$ cat src/rtl/vec_mem_sequencer.sv
// rtl/vec_mem_sequencer.sv - MEM-stage sequencer turning scalar/vector load/store into per-element RAM accesses
//
// Purpose:
//   Accepts one memory instruction from EX/MEM and issues it to a single-port
//   data RAM as one (scalar) or LANES (vector) consecutive element accesses.
//   Load data returning after RD_LAT cycles is gathered into a LANES-wide
//   vector. The upstream pipeline is stalled until the access completes.
//
// Ports:
//   clk, rst                 clock, synchronous active-high reset
//   req_valid                EX/MEM holds a memory instruction
//   req_write                1 = store, 0 = load
//   req_vector               1 = vector (LANES elements), 0 = scalar
//   req_addr                 base address
//   req_wdata_s              scalar store data
//   req_wdata_v              vector store data, lane i = [i*EW +: EW]
//   req_rd                   load destination register
//   ram_addr/wdata/wren      RAM request (registered)
//   ram_q                    RAM read data, RD_LAT cycles after address
//   stall                    freeze upstream pipeline
//   done                     one-cycle completion pulse
//   rd_vector                gathered load data
//   rd_scalar                lane 0 of rd_vector, zero-extended to AW
//   rd_dest                  captured req_rd
//   busy_cycles              saturating count of ISSUE/DRAIN cycles

module vec_mem_sequencer #(
    parameter int LANES  = 16,
    parameter int EW     = 16,
    parameter int AW     = 19,
    parameter int RD_LAT = 1
) (
    input  logic                  clk,
    input  logic                  rst,
    input  logic                  req_valid,
    input  logic                  req_write,
    input  logic                  req_vector,
    input  logic [AW-1:0]         req_addr,
    input  logic [EW-1:0]         req_wdata_s,
    input  logic [LANES*EW-1:0]   req_wdata_v,
    input  logic [4:0]            req_rd,
    output logic [AW-1:0]         ram_addr,
    output logic [EW-1:0]         ram_wdata,
    output logic                  ram_wren,
    input  logic [EW-1:0]         ram_q,
    output logic                  stall,
    output logic                  done,
    output logic [LANES*EW-1:0]   rd_vector,
    output logic [AW-1:0]         rd_scalar,
    output logic [4:0]            rd_dest,
    output logic [AW-1:0]         busy_cycles
);

    localparam int LW = (LANES > 1) ? $clog2(LANES) : 1;

    typedef enum logic [1:0] {
        S_IDLE  = 2'd0,
        S_ISSUE = 2'd1,
        S_DRAIN = 2'd2,
        S_DONE  = 2'd3
    } state_t;

    state_t                state_q;

    // Captured request
    logic                  write_q;
    logic                  vector_q;
    logic [AW-1:0]         base_q;
    logic [EW-1:0]         wdata_s_q;
    logic [LANES*EW-1:0]   wdata_v_q;
    logic [LW-1:0]         idx_q;
    logic [LW-1:0]         last_idx_q;
    logic [2:0]            drain_cnt_q;

    // Read-tag delay line: stage RD_LAT-1 lines up with ram_q for the
    // element whose address was on the bus RD_LAT cycles earlier.
    logic [RD_LAT-1:0]     tag_v_q;
    logic [LW-1:0]         tag_idx_q [RD_LAT];

    // Registered outputs
    logic [AW-1:0]         ram_addr_q;
    logic [EW-1:0]         ram_wdata_q;
    logic                  ram_wren_q;
    logic                  done_q;
    logic [LANES*EW-1:0]   rd_vector_q;
    logic [4:0]            rd_dest_q;
    logic [AW-1:0]         busy_q;

    // Next-element values, used while stepping through ISSUE
    logic [LW-1:0]         idx_d;
    logic [AW-1:0]         addr_d;
    logic [EW-1:0]         wdata_d;
    logic [AW-1:0]         busy_d;
    logic                  is_last;

    always_comb begin
        idx_d   = idx_q + LW'(1);
        // Address arithmetic is modulo 2^AW, so a vector may wrap past the top.
        addr_d  = base_q + AW'(idx_d);
        wdata_d = vector_q ? wdata_v_q[idx_d*EW +: EW] : wdata_s_q;
        busy_d  = (busy_q == {AW{1'b1}}) ? busy_q : busy_q + AW'(1);
        is_last = (idx_q == last_idx_q);
    end

    always_ff @(posedge clk) begin
        if (rst) begin
            state_q     <= S_IDLE;
            write_q     <= 1'b0;
            vector_q    <= 1'b0;
            base_q      <= '0;
            wdata_s_q   <= '0;
            wdata_v_q   <= '0;
            idx_q       <= '0;
            last_idx_q  <= '0;
            drain_cnt_q <= '0;
            tag_v_q     <= '0;
            for (int i = 0; i < RD_LAT; i++) begin
                tag_idx_q[i] <= '0;
            end
            ram_addr_q  <= '0;
            ram_wdata_q <= '0;
            ram_wren_q  <= 1'b0;
            done_q      <= 1'b0;
            rd_vector_q <= '0;
            rd_dest_q   <= '0;
            busy_q      <= '0;
        end else begin
            done_q <= 1'b0;

            // Tag pipeline advances every cycle; only load issues push valid tags.
            tag_v_q[0]   <= (state_q == S_ISSUE) && !write_q;
            tag_idx_q[0] <= idx_q;
            for (int i = 1; i < RD_LAT; i++) begin
                tag_v_q[i]   <= tag_v_q[i-1];
                tag_idx_q[i] <= tag_idx_q[i-1];
            end

            if (state_q == S_ISSUE || state_q == S_DRAIN) begin
                busy_q <= busy_d;
            end

            case (state_q)
                S_IDLE: begin
                    if (req_valid) begin
                        write_q     <= req_write;
                        vector_q    <= req_vector;
                        base_q      <= req_addr;
                        wdata_s_q   <= req_wdata_s;
                        wdata_v_q   <= req_wdata_v;
                        rd_dest_q   <= req_rd;
                        idx_q       <= '0;
                        last_idx_q  <= req_vector ? LW'(LANES - 1) : '0;
                        rd_vector_q <= '0;
                        // Element 0 is presented on the RAM bus in the first ISSUE cycle.
                        ram_addr_q  <= req_addr;
                        ram_wren_q  <= req_write;
                        if (req_write) begin
                            ram_wdata_q <= req_vector ? req_wdata_v[EW-1:0] : req_wdata_s;
                        end
                        state_q     <= S_ISSUE;
                    end
                end

                S_ISSUE: begin
                    if (is_last) begin
                        ram_wren_q  <= 1'b0;
                        drain_cnt_q <= '0;
                        if (write_q) begin
                            done_q  <= 1'b1;
                            state_q <= S_DONE;
                        end else begin
                            state_q <= S_DRAIN;
                        end
                    end else begin
                        idx_q      <= idx_d;
                        ram_addr_q <= addr_d;
                        if (write_q) begin
                            ram_wdata_q <= wdata_d;
                        end
                    end
                end

                S_DRAIN: begin
                    // Holds RD_LAT cycles so the last element's data is captured.
                    if (drain_cnt_q == 3'(RD_LAT - 1)) begin
                        done_q  <= 1'b1;
                        state_q <= S_DONE;
                    end else begin
                        drain_cnt_q <= drain_cnt_q + 3'd1;
                    end
                end

                S_DONE: begin
                    // req_valid still shows the finished instruction here; ignore it.
                    state_q <= S_IDLE;
                end

                default: state_q <= S_IDLE;
            endcase

            if (tag_v_q[RD_LAT-1]) begin
                rd_vector_q[tag_idx_q[RD_LAT-1]*EW +: EW] <= ram_q;
            end
        end
    end

    assign stall       = ((state_q == S_IDLE) && req_valid) ||
                         (state_q == S_ISSUE) || (state_q == S_DRAIN);
    assign ram_addr    = ram_addr_q;
    assign ram_wdata   = ram_wdata_q;
    assign ram_wren    = ram_wren_q;
    assign done        = done_q;
    assign rd_vector   = rd_vector_q;
    assign rd_scalar   = AW'(rd_vector_q[EW-1:0]);
    assign rd_dest     = rd_dest_q;
    assign busy_cycles = busy_q;

endmodule

$ cat config.mk
export PLATFORM = sky130hd
export DESIGN_NAME = vec_mem_sequencer
export DESIGN_NICKNAME = d
export VERILOG_FILES = /design/src/rtl/vec_mem_sequencer.sv
export SDC_FILE = /design/constraint.sdc
export NUM_CORES = 1
export LEC_CHECK = 0
export ABC_AREA = 1
export CAP_MARGIN = 20
export CORE_MARGIN = 5
export CORE_UTILIZATION = 46
export CTS_CLUSTER_DIAMETER = 30
export DETAILED_ROUTE_END_ITERATION = 8
export PLACE_DENSITY = 0.77
export SLEW_MARGIN = 20
export SYNTH_ARGS = -nofsm -noshare
export SYNTH_HDL_FRONTEND = slang
export SYNTH_SLANG_ARGS = --single-unit
$ cat constraint.sdc
create_clock -name clk -period 2.31 [get_ports clk]
set_input_delay 0.5775 -clock clk [delete_from_list [all_inputs] [get_ports clk]]
set_output_delay 0.5775 -clock clk [all_outputs]
set_load 0.1 [all_outputs]
# == After elaboration in Yosys (flattened, before gate mapping) ==
# Memories as Yosys holds them, arrays and structs flattened.
# Index checks and enable logic that the tools add are counted.
# totals
ff_bits,624
ramBits,4
inputBits,317
out_inout_bits,337
elab_cells,96
memories,1
# op_classes
add_sub_neg,5
eq_ne,12
shifts,3
muxes,39
n_bitwise,1
n_reduce_logical,18
# mem_list
memory,words,width,rd,rd_clocked_by_memory_dff,wr,line,source
tag_idx_q,1,4,1,0,1,78,logic [LW-1:0] tag_idx_q [RD_LAT];
# ops
op,n
256-bit two-way mux,4
256-bit bitwise mux,1
"16-bit by 34-bit variable shift with 256-bit output, first input constant",1
16-bit by 34-bit variable part select with 256-bit output,1
256-bit by 9-bit variable part select with 16-bit output,1
16-bit two-way mux,6
19-bit two-way mux,2
19-bit one-hot mux with 2 select lines,1
8-bit negator with 34-bit output,1
16-bit one-hot mux with 2 select lines,1
"19-bit by 1-bit adder with 19-bit output, second input constant",1
19-bit by 4-bit adder with 19-bit output,1
"19-bit equality test, second input constant",1
4-bit two-way mux,4
"2-bit != test, second input constant",7
3-bit AND reduction,4
1-bit two-way mux,10
2-bit one-hot mux with 4 select lines,1
4-bit one-hot mux with 2 select lines,1
2-bit two-way mux,3
3-bit two-way mux,2
3-bit one-hot mux with 2 select lines,1
5-bit AND reduction,1
"4-bit by 1-bit adder with 4-bit output, second input constant",1
14 further kinds,21

# == Longest topological paths before layout ==
# depth
word_depth,6
depth_mapped,16
depth_no_buf,15

# == Least setup slack after synthesis ==
# OpenSTA, ideal clock, no wires.
# synth_path
path_type,reg-to-output
start,register state_q[0]
end,output stall
t_arrival_ps,2208
required_ps,1732
path_slack_ps,-475
stages_incl_launch_ff,7
path_cell_list,dfxtp_1 > inv_1 > ha_1 > nand2_1 > clkbuf_1 > buf_1 > nand3_1
# synth_via
elab_chain_cells,4
elab_cells_between_ends,6
# synth_rtl
item,line,source
"start, declared",63,state_t state_q;
"start signal, assigned",107,state_q <= S_IDLE;
"start signal, assigned",160,state_q <= S_ISSUE;
"start signal, assigned",170,state_q <= S_DONE;
2-bit zero test,207,assign stall = ((state_q == S_IDLE) && req_valid) ||
1-bit logical AND,207,
1-bit logical OR,207,
1-bit logical OR *,208,(state_q == S_ISSUE) || (state_q == S_DRAIN);
"end, declared",46,"output logic stall,"
# Every way passes the cells marked *; elsewhere a longest branch is shown, timed or not.

# == Final worst setup path ==
# Ends and elaborated chain as after synthesis.

==> results.md <==
* Die area at 66100 µm²
* Maximum vdd drop at 1020 µV
* Max Fclk at between 0.4 and 0.5 GHz
* Core Area at 60400 µm²
* Status: complete, no violations
* Vias/cell at roughly 5.4
* 1st-iter DRT viols at around 3400
* # rows at 90
* Worst-skew pair later-pin latency at ~0.71 ns
* CTS tree: built
* First-pass GRT wire length at 171000 µm
* Sequential area share after synthesis at 44.5%
* CP arrival at 1.66 ns
* Final WL at 113000 µm
* Synth top area share at 44.5%
* Seq cells post-synth at 624
* Syn avg cell area at between 6 and 7 µm²
* CTS Hold Bufs at 0
* Req. time, crit path at ~1.7 ns
* Synth area leader: dfxtp_1
* Clk root buf: clkbuf_16
* Slew headroom at 47.4%
* Initial antenna violation count at 14
* Post-DRT Antenna Nets at 0
* Cell Area, Placed at 35200 µm²
* Gr ovfl total at 0
* Max_cap viols at 0
* Minimum clock period at 2.24 ns
* Yosys cell types at 32
* Period utilisation layout at 96.8%
* Detail Placement HPWL at 80200 µm
* RePlAce Congestion at 0.944
* Critical Path End Type: output port
* Synth area leaders: dfxtp_1, nor2_1, nand2_1
* Static leakage at 0.0167 µW
* PwrDens at 1230 nW/µm²
* Die Y at 257 µm
* Switching power at 18400 µW
* Largest net degree at the start of global routing at 127
* P&R area growth vs syn at 43.4%
* CTS Buf Count at 137
* Hold Fails Final Rpt at 0
* Reg clk slew, reported paths at 0.04 ns
* Hold Worst Slack at 0.261 ns
* Clock power frac at between 40% and 50%
* Htree depth at 4
* Final setup fails at 0
* Comb pwr share at between 30% and 40%
* Netlist Area Pre-Place at about 28000 µm²
* Setup crit start kind: register
* Clock Tree Buf Depth at 3
* Global-route usage over all layers at approximately a third
* Sw Ratio at 37.1%
* Skew final at 0.0276 ns
* Syn Inst Count at approximately 4100
* 1st-pass router iterations at 9
* Ordered list of cells on the worst path: buf_4 > ha_4 > inv_2 > nand3_4 > buf_12
* Vias at 30700
* # nets final at 5102
* CTS Sinks at 624
* Area of the multi-input gates at 13000 µm²
* PortBufs at 650
* CP max FO at 3
* CP max stage cell: dfxtp_2
* IO Count at 654
* DR WL/cell at 20.0 µm
* Vias in the first global route at 29100
* Final Cell Area at 40300 µm²
* Max Slew Vio Count at 0
* Actual slew at the worst max-slew pin at a little under 0.8 ns
* Die Wd at around 260 µm
* Sequential share of power at 27.2%
* Critical Path Max Stage Delay at between 0.3 and 0.4 ns
* Crit Path Category: register to output port
* DR DRC count at 0
* Yosys warning count at 0
* Share of layout cells above drive strength 1 at between 10% and 20%
* Flop2flop setup slack at ~0.12 ns
* Int Power at around 31000 µW
* Initial Util at 46.5%
* Register Area at 12500 µm²
* Hold crit path type: primary input to register
* # fillers at 4959
## placed cells by master, fill, tap and decap left out, types with 14 or more instances in the layout
| cell | count |
|---|---|
| nand3_1 | 280 |
| dfxtp_2 | 14 |
| a21oi_1 | 380 |
| clkinvlp_4 | 18 |
| nor2_1 | 748 |
| clkinv_2 | 19 |
| clkdlybuf4s50_1 | 315 |
| a22oi_1 | 31 |
| xor2_1 | 14 |
| buf_12 | 47 |
| clkbuf_8 | 17 |
| nor3_1 | 70 |
| inv_1 | 361 |
| o211ai_1 | 33 |
| buf_4 | 445 |
| diode_2 | 14 |
| a211oi_1 | 33 |
| dfxtp_1 | 607 |
| clkbuf_16 | 139 |
| nand2_1 | 710 |
| o21ai_0 | 443 |
| or2_2 | 16 |
| bufinv_16 | 19 |
## through the flow
stage	util, %	cells	TNS (ns)	total power, µW	worst slack, ns
after floorplan	-	4147	-0.0550	23900	-0.0550
after global placement	58.3	5407	0	28700	0.00392
after detailed placement	58.3	5407	-0.0484	28900	-0.0323
after CTS	66.5	5664	0	49500	0.0123
after global routing	66.7	5681	-0.00116	51700	-0.00116
final	66.7	5681	0	49500	0.0747
## worst paths after layout
path / startpoint / endpoint / cells after the start
min reg2reg: wdata_v_q[170] / wdata_v_q[170] / 2
min: rst / rd_vector[10] / 4
max: state_q[0] / stall / 5
max reg2reg: tag_idx_q[0][0] / rd_vector[132] / 11
## area by class of cell
class | instances | area share (%)
Inverter | 376 | 3.55
Antenna cell | 14 | 0.0870
Multi-Input combinational cell | 2825 | 32.2
Clock inverter | 84 | 2.78
Clock buffer | 169 | 9.34
Tap cell | 782 | 2.43
Sequential cell | 624 | 31.1
Timing Repair Buffer | 807 | 18.5
## layer usage
metal  up-vias  wire length [µm]  GRT usage [%]
met5         -                11              0
met4         2              6380           17.8
met3       312             11400           9.44
met2      1566             52400           51.8
met1     14200             43300           40.0
li1      14600                 -              -
## synth_stat cells
| cell type | count |
|---|---|
| nor2_1 | 750 |
| nand2_1 | 713 |
| dfxtp_1 | 624 |
| o21ai_0 | 443 |
| a21oi_1 | 380 |
| inv_1 | 365 |
| nand3_1 | 281 |
| clkbuf_1 | 239 |
| nor3_1 | 70 |
| buf_2 | 39 |
| a211oi_1 | 34 |
| o211ai_1 | 33 |
| a22oi_1 | 31 |
| buf_1 | 24 |
| buf_4 | 20 |
| or2_2 | 16 |
| xor2_1 | 15 |
| ha_1 | 13 |
| nand4_1 | 10 |
| xnor2_1 | 9 |
| nor2_2 | 7 |
| inv_2 | 6 |
| clkinv_1 | 5 |
| nand2_2 | 5 |
| nand3b_1 | 4 |
| nor3_4 | 2 |
| o21ai_1 | 2 |
| conb_1 | 1 |
| fa_1 | 1 |
| nand3_2 | 1 |
| nor3b_1 | 1 |
| o21bai_1 | 1 |
## what timing repair did
item / CTS / global route
endpoints found under the hold margin: 0 / 0
setup endpoints to repair: 1 / 80
setup buffers: 4 / 3
gates resized for setup: 8 / 14
pin swaps: 1 / 1
## state kept, by name (all words and copies together), names as in the netlist
name         cells
last_idx_q       1
idx_q            4
drain_cnt_q      3
ram_wren         1
done             1
state_q          2
base_q          19
tag_v_q          1
ram_wdata       16
wdata_v_q      256
tag_idx_q        4
ram_addr        19
busy_cycles     19
rd_dest          5
wdata_s_q       16
rd_vector      256
write_q          1
## power groups by stage
stage,clock network (µW),registers [µW],logic [µW]
finish,20400,13500,15600
global placement,0,13600,15100
floorplan,0,15800,8070
detailed placement,0,13600,15300
global route,21200,13600,17000
CTS,20500,13400,15500
## cells by family (layout without fill, tap and decap cells)
| kind of cell | count (synthesis) | count (layout) | share of synthesized area, % |
|---|---|---|---|
| other cells | 1 | 17 | 0.0134 |
| xor+xnor | 24 | 24 | 0.749 |
| compound gates | 924 | 924 | 17.4 |
| simple gates | 1860 | 1860 | 27.0 |
| flops | 624 | 624 | 44.5 |
| fa+ha+maj | 14 | 14 | 0.651 |
| buf+inv | 698 | 1436 | 9.77 |
## worst max-delay path: cells and delay by family, from the launching register on
| kind | cells | cell delay (ns) |
|---|---|---|
| buffers and inverters | 3 | 0.39 |
| adder cells (fa/ha/maj) | 1 | 0.16 |
| AND/OR/NAND/NOR | 1 | 0.08 |
| flip-flops | 1 | 0.33 |
No activity file was read; power rests on OpenSTA's default activity.
